## src/rtl/fc_layer_sequencer_if.sv

```systemverilog
// Handshake bundle between the FC layer sequencer, the FC buffer switch and the FC MAC engine.
// The sequencer takes the master side. The buffer switch and the engine take the slave side.
interface fc_layer_sequencer_if #(
  parameter int CNT_WIDTH = 16
) ();
  logic                 enable;
  logic                 FC_data_valid;
  logic                 FC_buffer_switch;
  logic [1:0]           layer_idx;
  logic [CNT_WIDTH-1:0] fin_words;
  logic [CNT_WIDTH-1:0] neu_idx;
  logic                 neu_start;
  logic                 neu_done;
  logic                 layer_done;
  logic [CNT_WIDTH-1:0] frame_cnt;
  logic                 busy;
  logic                 err;

  modport master (
    input  enable, FC_data_valid, neu_done,
    output FC_buffer_switch, layer_idx, fin_words, neu_idx, neu_start,
           layer_done, frame_cnt, busy, err
  );

  modport slave (
    output enable, FC_data_valid, neu_done,
    input  FC_buffer_switch, layer_idx, fin_words, neu_idx, neu_start,
           layer_done, frame_cnt, busy, err
  );
endinterface

```

## src/rtl/fc_layer_sequencer.sv

```systemverilog
// Walks the FC MAC engine through every layer of one buffered frame, one neuron at a time.
// When the frame is done, it hands the ping-pong buffer back to the buffer switch.
module fc_layer_sequencer #(
  parameter int LAYERS    = 3,
  parameter int AF        = 3,
  parameter int FIN1      = 8379,
  parameter int FIN2      = 1366,
  parameter int FIN3      = 1366,
  parameter int FIN4      = 1,
  parameter int FOUT1     = 4096,
  parameter int FOUT2     = 4096,
  parameter int FOUT3     = 1000,
  parameter int FOUT4     = 1,
  parameter int CNT_WIDTH = 16
) (
  input  logic                  clk,
  input  logic                  rst,
  fc_layer_sequencer_if.master  bus
);

  typedef enum logic [2:0] {
    IDLE,
    WAIT_VALID,
    LAYER_CFG,
    NEU_ISSUE,
    NEU_WAIT,
    LAYER_END,
    SWITCH,
    DRAIN
  } state_t;

  // Word counts per layer, rounded up because a partial word still costs a read.
  localparam int FW1 = (FIN1 + AF - 1) / AF;
  localparam int FW2 = (FIN2 + AF - 1) / AF;
  localparam int FW3 = (FIN3 + AF - 1) / AF;
  localparam int FW4 = (FIN4 + AF - 1) / AF;

  localparam logic [1:0] LAST_LAYER = 2'(LAYERS - 1);

  function automatic logic [CNT_WIDTH-1:0] fin_words_of(input logic [1:0] idx);
    case (idx)
      2'd0:    return CNT_WIDTH'(FW1);
      2'd1:    return CNT_WIDTH'(FW2);
      2'd2:    return CNT_WIDTH'(FW3);
      default: return CNT_WIDTH'(FW4);
    endcase
  endfunction

  function automatic logic [CNT_WIDTH-1:0] fout_last_of(input logic [1:0] idx);
    case (idx)
      2'd0:    return CNT_WIDTH'(FOUT1 - 1);
      2'd1:    return CNT_WIDTH'(FOUT2 - 1);
      2'd2:    return CNT_WIDTH'(FOUT3 - 1);
      default: return CNT_WIDTH'(FOUT4 - 1);
    endcase
  endfunction

  state_t               state;
  logic [CNT_WIDTH-1:0] fout_last;
  logic                 in_frame;
  logic                 proto_err;

  // Between LAYER_CFG and LAYER_END, the buffer must keep presenting the frame.
  assign in_frame  = state inside {LAYER_CFG, NEU_ISSUE, NEU_WAIT, LAYER_END};
  assign proto_err = (bus.neu_done && state != NEU_WAIT) ||
                     (!bus.FC_data_valid && in_frame);

  // NOTE: every register here, including the last-neuron compare value, is cleared by the
  // async reset. A reset mid-frame therefore leaves nothing behind that could skew the next frame.
  always_ff @(posedge clk or posedge rst) begin
    if (rst) begin
      state                <= IDLE;
      fout_last            <= '0;
      bus.FC_buffer_switch <= 1'b0;
      bus.layer_idx        <= '0;
      bus.fin_words        <= '0;
      bus.neu_idx          <= '0;
      bus.neu_start        <= 1'b0;
      bus.layer_done       <= 1'b0;
      bus.frame_cnt        <= '0;
      bus.busy             <= 1'b0;
      bus.err              <= 1'b0;
    end else begin
      bus.neu_start        <= 1'b0;
      bus.layer_done       <= 1'b0;
      bus.FC_buffer_switch <= 1'b0;
      if (proto_err) bus.err <= 1'b1;

      case (state)
        IDLE: begin
          if (bus.enable) state <= WAIT_VALID;
        end

        WAIT_VALID: begin
          if (!bus.enable) begin
            state <= IDLE;
          end else if (bus.FC_data_valid) begin
            state         <= LAYER_CFG;
            bus.layer_idx <= '0;
            bus.busy      <= 1'b1;
          end
        end

        LAYER_CFG: begin
          bus.fin_words <= fin_words_of(bus.layer_idx);
          fout_last     <= fout_last_of(bus.layer_idx);
          bus.neu_idx   <= '0;
          bus.neu_start <= 1'b1;
          state         <= NEU_ISSUE;
        end

        NEU_ISSUE: begin
          state <= NEU_WAIT;
        end

        NEU_WAIT: begin
          if (bus.neu_done) begin
            if (bus.neu_idx == fout_last) begin
              bus.layer_done <= 1'b1;
              state          <= LAYER_END;
            end else begin
              bus.neu_idx   <= bus.neu_idx + CNT_WIDTH'(1);
              bus.neu_start <= 1'b1;
              state         <= NEU_ISSUE;
            end
          end
        end

        LAYER_END: begin
          if (bus.layer_idx == LAST_LAYER) begin
            bus.FC_buffer_switch <= 1'b1;
            bus.frame_cnt        <= bus.frame_cnt + CNT_WIDTH'(1);
            state                <= SWITCH;
          end else begin
            bus.layer_idx <= bus.layer_idx + 2'd1;
            state         <= LAYER_CFG;
          end
        end

        SWITCH: begin
          state <= DRAIN;
        end

        // The switch drops valid only after it sees the pulse, so valid must fall first.
        // Otherwise the same frame would be taken again.
        DRAIN: begin
          if (!bus.FC_data_valid) begin
            state    <= WAIT_VALID;
            bus.busy <= 1'b0;
          end
        end

        default: begin
          state    <= IDLE;
          bus.busy <= 1'b0;
        end
      endcase
    end
  end

endmodule

```

## src/flat_wrapper.sv

```systemverilog
// flat-port wrapper written by rule: the top's interface ports become plain ports
module fc_layer_sequencer_flat 
#(
  parameter int LAYERS    = 3,
  parameter int AF        = 3,
  parameter int FIN1      = 8379,
  parameter int FIN2      = 1366,
  parameter int FIN3      = 1366,
  parameter int FIN4      = 1,
  parameter int FOUT1     = 4096,
  parameter int FOUT2     = 4096,
  parameter int FOUT3     = 1000,
  parameter int FOUT4     = 1,
  parameter int CNT_WIDTH = 16
)
  (clk, rst, bus_enable, bus_FC_data_valid, bus_neu_done, bus_FC_buffer_switch, bus_layer_idx, bus_fin_words, bus_neu_idx, bus_neu_start, bus_layer_done, bus_frame_cnt, bus_busy, bus_err);
  fc_layer_sequencer_if #(.CNT_WIDTH(CNT_WIDTH)) bus_i ();
  input  logic clk;
  input  logic rst;
  input wire logic [$bits(bus_i.enable)-1:0] bus_enable;
  input wire logic [$bits(bus_i.FC_data_valid)-1:0] bus_FC_data_valid;
  input wire logic [$bits(bus_i.neu_done)-1:0] bus_neu_done;
  output wire logic [$bits(bus_i.FC_buffer_switch)-1:0] bus_FC_buffer_switch;
  output wire logic [$bits(bus_i.layer_idx)-1:0] bus_layer_idx;
  output wire logic [$bits(bus_i.fin_words)-1:0] bus_fin_words;
  output wire logic [$bits(bus_i.neu_idx)-1:0] bus_neu_idx;
  output wire logic [$bits(bus_i.neu_start)-1:0] bus_neu_start;
  output wire logic [$bits(bus_i.layer_done)-1:0] bus_layer_done;
  output wire logic [$bits(bus_i.frame_cnt)-1:0] bus_frame_cnt;
  output wire logic [$bits(bus_i.busy)-1:0] bus_busy;
  output wire logic [$bits(bus_i.err)-1:0] bus_err;
  assign bus_i.enable = bus_enable;
  assign bus_i.FC_data_valid = bus_FC_data_valid;
  assign bus_i.neu_done = bus_neu_done;
  assign bus_FC_buffer_switch = bus_i.FC_buffer_switch;
  assign bus_layer_idx = bus_i.layer_idx;
  assign bus_fin_words = bus_i.fin_words;
  assign bus_neu_idx = bus_i.neu_idx;
  assign bus_neu_start = bus_i.neu_start;
  assign bus_layer_done = bus_i.layer_done;
  assign bus_frame_cnt = bus_i.frame_cnt;
  assign bus_busy = bus_i.busy;
  assign bus_err = bus_i.err;
  fc_layer_sequencer #(.LAYERS(LAYERS), .AF(AF), .FIN1(FIN1), .FIN2(FIN2), .FIN3(FIN3), .FIN4(FIN4), .FOUT1(FOUT1), .FOUT2(FOUT2), .FOUT3(FOUT3), .FOUT4(FOUT4), .CNT_WIDTH(CNT_WIDTH)) u_core (.clk(clk), .rst(rst), .bus(bus_i));
endmodule
```

## config.mk

```make
export PLATFORM = sky130hd
export DESIGN_NAME = fc_layer_sequencer_flat
export DESIGN_NICKNAME = d
export VERILOG_FILES = /design/src/rtl/fc_layer_sequencer_if.sv /design/src/rtl/fc_layer_sequencer.sv /design/src/flat_wrapper.sv
export SDC_FILE = /design/constraint.sdc
export NUM_CORES = 1
export LEC_CHECK = 0
export CORE_MARGIN = 2
export CORE_UTILIZATION = 34
export DETAILED_ROUTE_END_ITERATION = 10
export PLACE_DENSITY_LB_ADDON = 0.08
export SYNTH_ARGS = -nofsm -noshare
export SYNTH_HDL_FRONTEND = slang
export SYNTH_SLANG_ARGS = --single-unit
```

## constraint.sdc

```tcl
create_clock -name clk -period 2.1 [get_ports clk]
set_input_delay 0.42 -clock clk [delete_from_list [all_inputs] [get_ports clk]]
set_output_delay 0.42 -clock clk [all_outputs]
set_load 0.03 [all_outputs]
```

==> flow_summary.toml, run 1 <==
[routing]
drt_iter0_markers = 68
wl_um = 6220
drtPass1Iterations = 4
vias_per_cell = 5.07
wl_per_cell_um = 14.3
via_count = 2212
drc = 0
drtAntennaViolNets = 0

[cts]
h-tree-depth = 2
clk_pin_slew_ns = 0.09
clock_latency_ns = 0.31
clock_path_buffers = 2
cts_tree = "done"
cts_made_buffers = 5
cts.sinks = 48
cts_setup_buffers = 0
ctsRootBufferMaster = "clkbuf_8"

[setup_path]
crit_chain = "buf_4, clkdlybuf4s50_1"
cp_data_required_time_ns = 1.68
worstSetupStartpointType = "register"
worstSetupStartpoint = "u_core.bus.neu_idx[0]$_DFFE_PP0P_"
end_kind = "output pin"
crit_fanout = 6
cp_slowest_stage_delay_ns = 0.66
arrival_ns = 1.57
crit_slowest_cell = "clkdlybuf4s50_1"
critical_path_buf_inv_count = 2
critPathKind = "register to output pin"
critPathTopFamily = "buffers and inverters"
reg2reg_from = "u_core.bus.neu_idx[11]$_DFFE_PP0P_"

[yosys]
yosys-top-cells-area = "dfrtp_1, nand2_1, buf_4"
synthesis.area_sq_mm = 0.00267
synth_edf_count = 0
syn_area_per_cell_sq_um = 9.86
yosys.area.top_type = "dfrtp_1"
synth_top_area_share_pct = 45.0
synth.distinct_cells = 51
ys_ff_latch = 48
seq_area_frac_synth_pct = 45.0
synth_ff_type = "dfrtp_1"
async_flop_share_pct = 100
yosysWarnings = 0
netlist_instances = 271

[timing]
finClkSkew_ns = 0.0140
rsz0062_at_grt = "false"
hold_violations = 0
setup-violations-final = 0
whs_ns = 0.424
finalCritPeriodShare_pct = 94.9
layout_min_cycle_time_ns = 1.99
fmax_ghz = 0.502
finalSetupTns_ns = 0
drv_slew = 0

[floorplan]
initial_core_util_pct = 34.7
die-height_um = 92.6
die-area_sq_mm = 0.00858
die_w_um = 92.6
num_rows = 32
ioPinCount = 60
fp.coreArea_sq_mm = 0.00769

[power_and_ir_drop]
vdd_ir_drop_max_mv = 0.466
powerDensity_mw_per_mm2 = 1140
leakagePower_nw = 1.45

[grt]
antenna_found_initial = 0
first_global_vias = 2079
grt_pass1_wl_um = 10400
grt_max_degree = 23
track_usage_pct = 15.2
grt_overflow = 0

[layout]
nets = 345
drive_above_1_share_pct = 13.8
layout_commonest_cell = "clkdlybuf4s50_1"
diodes = 0
final_cell_mix = "clkdlybuf4s50_1, dfrtp_1, nand2_1"
syn_to_final_growth_pct = 29.3
n_fill_cell = 779

[placement]
port_buffers = 51
post-dp-hpwl_um = 4620
gp_congestion = 0.812

[status]
status = "finished clean"

[hold_path]
hold_path_class = "input pin to async pin"

[flow_run]
maxCapViolCount = 0
-- where the power goes --
part,switching (mW),leakage (nW),internal (mW)
Combinational,1.08,0.768,0.805
Clock,0.320,0.0552,0.354
Sequential,0.256,0.630,1.13
Total,1.66,1.45,2.29
-- state kept, by name, summed over array words and instances, names as in the netlist, 2 cells and up --
name and count:
u_core.bus.frame_cnt 16, u_core.bus.neu_idx 16, u_core.bus.fin_words 4, u_core.state 3, u_core.bus.layer_idx 2, u_core.fout_last 2
-- kinds of logic after synthesis --
group,share of synthesized area [%]
xor+xnor,5.25
buf+inv,7.21
other cells,0.140
mux,2.44
compound gates,15.2
flops,45.0
simple gates,21.5
fa+ha+maj,3.28
-- worst paths after layout --
path | cells past startpoint | slack (ns) | endpoint
min reg2reg | 1 | 0.47 | u_core.bus.frame_cnt[15]$_DFFE_PP0P_
max reg2reg | 5 | 0.15 | u_core.bus.neu_idx[15]$_DFFE_PP0P_
max | 2 | 0.11 | bus_neu_idx[0]
min in group clk | 1 | 0.47 | u_core.bus.frame_cnt[15]$_DFFE_PP0P_
max in group asynchronous | 3 | 1.17 | u_core.bus.neu_idx[4]$_DFFE_PP0P_
min | 2 | 0.42 | u_core.bus.frame_cnt[8]$_DFFE_PP0P_
-- layout make-up --
class                      count  area [sq um]  share of cell area [%]
clock buffer                   6          72.6                    2.10
clock inverter                 2          35.0                    1.01
inverter                      10          37.5                    1.09
multi-input combinational    197          1310                    37.8
sequential                    48          1200                    34.8
tap                          102           128                    3.69
timing repair buffer          71           673                    19.5
-- cell usage after synthesis, drive strengths merged (2+ instances only) --
master	number
a21oi	8
a22oi	3
a31oi	4
and2	4
and3	6
and4	2
buf	17
clkbuf	6
dfrtp	48
ha	7
inv	10
mux2	4
mux2i	2
nand2	29
nand2b	4
nand3	14
nand3b	2
nand4	6
nor2	15
nor2b	2
nor3	3
nor4	5
o211ai	3
o21ai	11
o22ai	2
o311ai	6
o31ai	10
or2	6
or3	3
or4	3
xnor2	9
xor2	7
-- stage by stage --
step	area, sq um	utilization [%]	total power, mW	cells	setup WS (ns)
floorplan	2700	-	2.64	278	0.0321
global placement	3350	43.5	3.30	428	0.0858
detailed placement	3350	43.5	3.31	428	0.0657
CTS	3450	44.9	3.99	436	0.102
global route	3450	44.9	4.21	436	0.0207
finish	3450	44.9	3.94	436	0.107
-- per-layer routing --
| metal | part of all wire, % | up-vias | GRT usage (%) |
|---|---|---|---|
| met5 | 0 | - | 0 |
| met3 | 4.5 | 5 | 3.09 |
| met2 | 46 | 48 | 23.8 |
| met1 | 48 | 1071 | 21.6 |
| li1 | - | 1088 | - |
| met4 | 1.2 | 0 | 4.04 |
-- worst register-to-register path, stage by stage, from the launching register on --
cell       delay, ns
dfrtp_1         0.45
and2_1          0.21
a31oi_1         0.27
a2111oi_4       0.10
or3_1           0.51
o32ai_2         0.32
-- what timing repair did --
item | in CTS | in global routing
hold buffers | 0 | 0
resized for setup | 0 | 1
setup endpoints to repair | 0 | 2
endpoints found under the hold margin | 0 | 0
No activity file was read; power rests on OpenSTA's default activity.
==> run 2: changes to the inputs <==
==> constraint.sdc (replaced) <==
create_clock -name clk -period 1.9 [get_ports clk]
set_input_delay 0.285 -clock clk [delete_from_list [all_inputs] [get_ports clk]]
set_output_delay 0.285 -clock clk [all_outputs]
set_load 0.03 [all_outputs]
==> run 2 against run 1 <==
Against the previous run: the run now ends with negative setup slack left; count of clock-buffer cells in the layout increased by 2; flip-flop and latch count unchanged; final cell count grew 5.7%; clock power up 1%; worst hold slack lost 0.085 ns; setup slack got worse by 0.15 ns; largest power group unchanged; highest routed layer unchanged.
==> flow_summary.toml, run 2 (synthesis gave the netlist of run 1 again) <==
[setup_path]
cp_data_required_time_ns = 2.10
worstSetupStartpoint = "u_core.bus.neu_idx[10]$_DFFE_PP0P_"
worstSetupStartpointType = "register"
cp_slowest_stage_delay_ns = 0.45
critPathKind = "register to register"
r2r_slack_ns = -0.04
end_kind = "register"
crit_chain = "and2_1, a31oi_1, a2111oi_4, buf_4, or3_4, o31ai_1"
crit_slowest_cell = "dfrtp_2"
crit_fanout = 6
arrival_ns = 2.14
reg2reg_from = "u_core.bus.neu_idx[10]$_DFFE_PP0P_"

[layout]
syn_to_final_growth_pct = 39.5
diodes = 0
layout_commonest_cell = "clkdlybuf4s50_1"
fin_cells = 461
drive_above_1_share_pct = 25.3
largestRegisters = "u_core.bus.frame_cnt x16, u_core.bus.neu_idx x16, u_core.bus.fin_words x4"
nets = 370
final_cell_mix = "clkdlybuf4s50_1, buf_4, dfrtp_1"

[timing]
rsz0062_at_grt = "true"
setup_ws_ns = -0.0390
fmax_ghz = 0.516
finClkSkew_ns = 0.00850
whs_ns = 0.339
setup-violations-final = 12
layout_min_cycle_time_ns = 1.94
finalCritPeriodShare_pct = 102
hold_violations = 0
drv_slew = 0

[placement]
port_buffers = 51
post-dp-hpwl_um = 4870
dp_cells = 446
gp_congestion = 0.805

[grt]
grt_pass1_wl_um = 11000
first_global_vias = 2204
grt_use_met1_pct = 22.7
track_usage_pct = 16.1
use_met3_pct = 3.01
grt_max_degree = 49
use_met2_pct = 25.7
antenna_found_initial = 0
grt_overflow = 0
grt_busiest_layer = "met2"

[cts]
clock_latency_ns = 0.30
cts.sinks = 48
ctsRootBufferMaster = "clkbuf_8"
clock_path_buffers = 2
cts_hold_buffers = 0
h-tree-depth = 2
clk_pin_slew_ns = 0.09
cts_tree = "done"
cts_made_buffers = 5

[routing]
via_count = 2260
drt_iter0_markers = 52
wl_per_cell_um = 14.3
vias_per_cell = 4.90
wl_um = 6600
drtAntennaViolNets = 0
drc = 0
drtPass1Iterations = 4

[floorplan]
die-area_sq_mm = 0.00858
fp.coreArea_sq_mm = 0.00769
die_w_um = 92.6
initial_core_util_pct = 34.7
die-height_um = 92.6
num_rows = 32
ioPinCount = 60

[status]
status = "finished, violations left"
violations = "negative setup slack"

[hold_path]
hold_path_class = "input pin to async pin"

[power_and_ir_drop]
powerDensity_mw_per_mm2 = 1240
vdd_ir_drop_max_mv = 0.555
leakagePower_nw = 1.61

[flow_run]
maxCapViolCount = 0
run 2: cell count changes in the layout (fill, tap and decap cells not counted), sizes merged:
cell and change:
buf +25, clkbuf +2, bufinv -1, clkdlybuf4s50 -1, clkinv -1, dlygate4sd2 +1
run 2: metrics by stage:
step	setup slack [ns]	util [%]	power, mW	cell area [sq um]	setup TNS (ns)
6_report	-0.0390	48.5	4.63	3730	-0.183
5_1_grt	-0.140	48.5	4.95	3730	-1.86
4_1_cts	0.00749	47.2	4.53	3630	0
3_5_place_dp	-0.0764	45.7	3.83	3510	-0.194
3_3_place_gp	-0.0404	45.7	3.79	3510	-0.110
2_1_floorplan	-0.0660	-	2.96	2730	-0.118
run 2: power by group:
group | internal (mW) | switching [mW] | total [mW]
Combinational | 1.09 | 1.33 | 2.43
Clock | 0.333 | 0.348 | 0.682
Sequential | 1.25 | 0.271 | 1.53
run 2: final cells by class:
class,instances,area (sq um)
Multi-Input combinational cell,197,1380
Clock buffer,8,100
Sequential cell,48,1210
Fill cell,756,3960
Tap cell,102,128
Timing Repair Buffer,96,861
Inverter,10,40.0
run 2: final timing paths:
kind	to	depth (start not counted)
worst min-delay path	u_core.bus.frame_cnt[12]$_DFFE_PP0P_	3
worst min register to register	u_core.bus.frame_cnt[15]$_DFFE_PP0P_	1
max in group asynchronous	u_core.bus.layer_idx[1]$_DFFE_PP0P_	3
worst max register to register	u_core.bus.neu_idx[9]$_DFFE_PP0P_	6
worst max-delay path	u_core.bus.neu_idx[9]$_DFFE_PP0P_	6
min in group clk	u_core.bus.frame_cnt[15]$_DFFE_PP0P_	1
run 2: repair_timing:
action	CTS	global route
setup buffers	0	6
cloned	0	1
setup endpoints to repair	6	22
gates resized for setup	5	11
pin swaps	0	13
run 2: critical path: cells and delay by family, from the launching register on:
kind,cells,cell delay (ns)
buf+inv,1,0.16
simple gates,2,0.55
flops,1,0.45
compound gates,3,0.68
run 2: per-layer routing:
metal | share of wire, % | vias up | wire (um)
li1 | - | 1131 | -
met1 | 49 | 1075 | 3250
met2 | 46 | 48 | 3040
met3 | 3.6 | 6 | 237
met4 | 1.0 | 0 | 67
met5 | 0 | - | 0
==> run 3: changes to the inputs <==
PLACE_DENSITY_LB_ADDON = not set   (was 0.08)
==> run 3 against run 2 <==
Against the previous run: the run now ends clean; worst hold slack got worse by 0.0065 ns; flip-flop and latch count unchanged; power increased by 0.79%; global-route usage decreased by 1.0 points; non-clock buffer count decreased by 12; first-iteration DRC count increased by 88%; clock skew increased by 0.0075 ns; fmax increased by 5.3%; critical path depth increased by 1; setup slack improved by 0.097 ns; wire length decreased by 3.9%; largest power group unchanged.
==> flow_summary.toml, run 3 (synthesis gave the netlist of run 1 again) <==
[status]
status = "finished clean"

[layout]
final_cell_mix = "clkdlybuf4s50_1, dfrtp_1, buf_4"
layout_commonest_cell = "clkdlybuf4s50_1"
drive_above_1_share_pct = 23.9
diodes = 0
largestRegisters = "u_core.bus.frame_cnt x16, u_core.bus.neu_idx x16, u_core.bus.fin_words x4"
syn_to_final_growth_pct = 37.8
stdcell_area_sq_mm = 0.00368
nets = 358
fin_cells = 449
n_fill_cell = 727

[floorplan]
num_rows = 32
die-area_sq_mm = 0.00858
fp.coreArea_sq_mm = 0.00769
die-height_um = 92.6
ioPinCount = 60
die_w_um = 92.6
initial_core_util_pct = 34.7

[setup_path]
crit_chain = "inv_4, ha_4, and4b_2, nand4_4, or3_4, buf_4, xnor2_1"
crit_slowest_cell = "dfrtp_2"
critPathTopFamily = "simple AND/OR/NAND/NOR gates"
rr_worst_depth = 7
arrival_ns = 2.04
end_kind = "register"
critical_path_buf_inv_count = 2
reg2reg_from = "u_core.bus.layer_idx[0]$_DFFE_PP0P_"
r2r_slack_ns = 0.06
cp_data_required_time_ns = 2.10
timing.rr.end = "u_core.bus.frame_cnt[11]$_DFFE_PP0P_"
cp_slowest_stage_delay_ns = 0.43
crit_fanout = 5
critPathKind = "register to register"
worstSetupStartpointType = "register"

[routing]
vias_per_cell = 5.02
wl_um = 6340
drc = 0
wl_per_cell_um = 14.1
drtAntennaViolNets = 0
drtPass1Iterations = 6
drt_iter0_markers = 98
via_count = 2255

[power_and_ir_drop]
vdd_ir_drop_max_mv = 0.934
powerDensity_mw_per_mm2 = 1270
leakagePower_nw = 1.55

[grt]
first_global_vias = 2132
grt_overflow = 0
grt_max_degree = 49
antenna_found_initial = 0
track_usage_pct = 15.1
grt_pass1_wl_um = 10400

[cts]
clock_path_buffers = 2
h-tree-depth = 2
cts_made_buffers = 5
clock_latency_ns = 0.31
clk_pin_slew_ns = 0.10
cts_tree = "done"
ctsRootBufferMaster = "clkbuf_8"
cts.sinks = 48

[timing]
finalCritPeriodShare_pct = 96.9
fmax_ghz = 0.543
hold_violations = 0
rsz0062_at_grt = "true"
layout_min_cycle_time_ns = 1.84
setup-violations-final = 0
finalSetupTns_ns = 0
finClkSkew_ns = 0.0160
drv_slew = 0

[flow_run]
maxCapViolCount = 0

[placement]
post-dp-hpwl_um = 4640
placed_cell_area_sq_mm = 0.00346
gp_congestion = 0.833
dp_cells = 439
port_buffers = 51

[hold_path]
hold_path_class = "input pin to async pin"
[run 3: worst max path at each step]
stage	from	depth (start not counted)	endpoint
2_1_floorplan	u_core.bus.layer_idx[0]$_DFFE_PP0P_	8	u_core.bus.frame_cnt[15]$_DFFE_PP0P_
3_3_place_gp	u_core.bus.layer_idx[0]$_DFFE_PP0P_	8	u_core.bus.frame_cnt[12]$_DFFE_PP0P_
3_5_place_dp	u_core.bus.layer_idx[0]$_DFFE_PP0P_	8	u_core.bus.frame_cnt[12]$_DFFE_PP0P_
4_1_cts	u_core.bus.layer_idx[0]$_DFFE_PP0P_	7	u_core.bus.frame_cnt[15]$_DFFE_PP0P_
5_1_grt	u_core.bus.neu_idx[1]$_DFFE_PP0P_	6	u_core.bus.neu_idx[2]$_DFFE_PP0P_
6_report	u_core.bus.layer_idx[0]$_DFFE_PP0P_	7	u_core.bus.frame_cnt[11]$_DFFE_PP0P_
[run 3: tightest hold or removal path, cell delays in order]
cell	delay, ns
clkdlybuf4s50_1	0.41
inv_2	0.07
buf_12	0.25
[run 3: timing repair]
action,CTS,global route
setup buffers,0,2
gates resized for setup,1,17
pin swaps,0,7
hold buffers,0,0
cloned,0,0
setup endpoints to repair,2,22
[run 3: layout make-up]
type	count	area, sq um	area share (%)
clock buffers	5	68.8	1.87
clock inverters	3	68.8	1.87
inverters	10	40.0	1.09
multi-input cells	197	1380	37.6
flip-flops and latches	48	1220	33.1
well taps	102	128	3.47
repair buffers	84	774	21.0
[run 3: metrics by stage]
stage	hold slack [ns]	power (mW)	setup slack, ns	utilization, %
after floorplan	0.420	2.96	-0.0660	-
after global placement	0.454	3.71	0.0265	45.0
after detailed placement	0.458	3.74	-0.00450	45.0
after CTS	0.347	4.63	0.00711	46.8
after global routing	0.357	4.97	-0.0355	47.9
final	0.333	4.67	0.0581	47.9
[run 3: where the power goes]
group	leakage [nW]	switching [mW]	total, mW	internal, mW
Combinational	0.864	1.24	2.22	0.978
Sequential	0.613	0.296	1.55	1.26
Clock	0.0687	0.363	0.892	0.530
[run 3: layer usage]
layer	vias to the layer above	part of all wire (%)	GRT usage, %
met3	7	4.5	2.44
met5	-	0	0
met4	0	1.0	3.92
met1	1087	45	20.6
met2	55	49	24.9
li1	1106	-	-
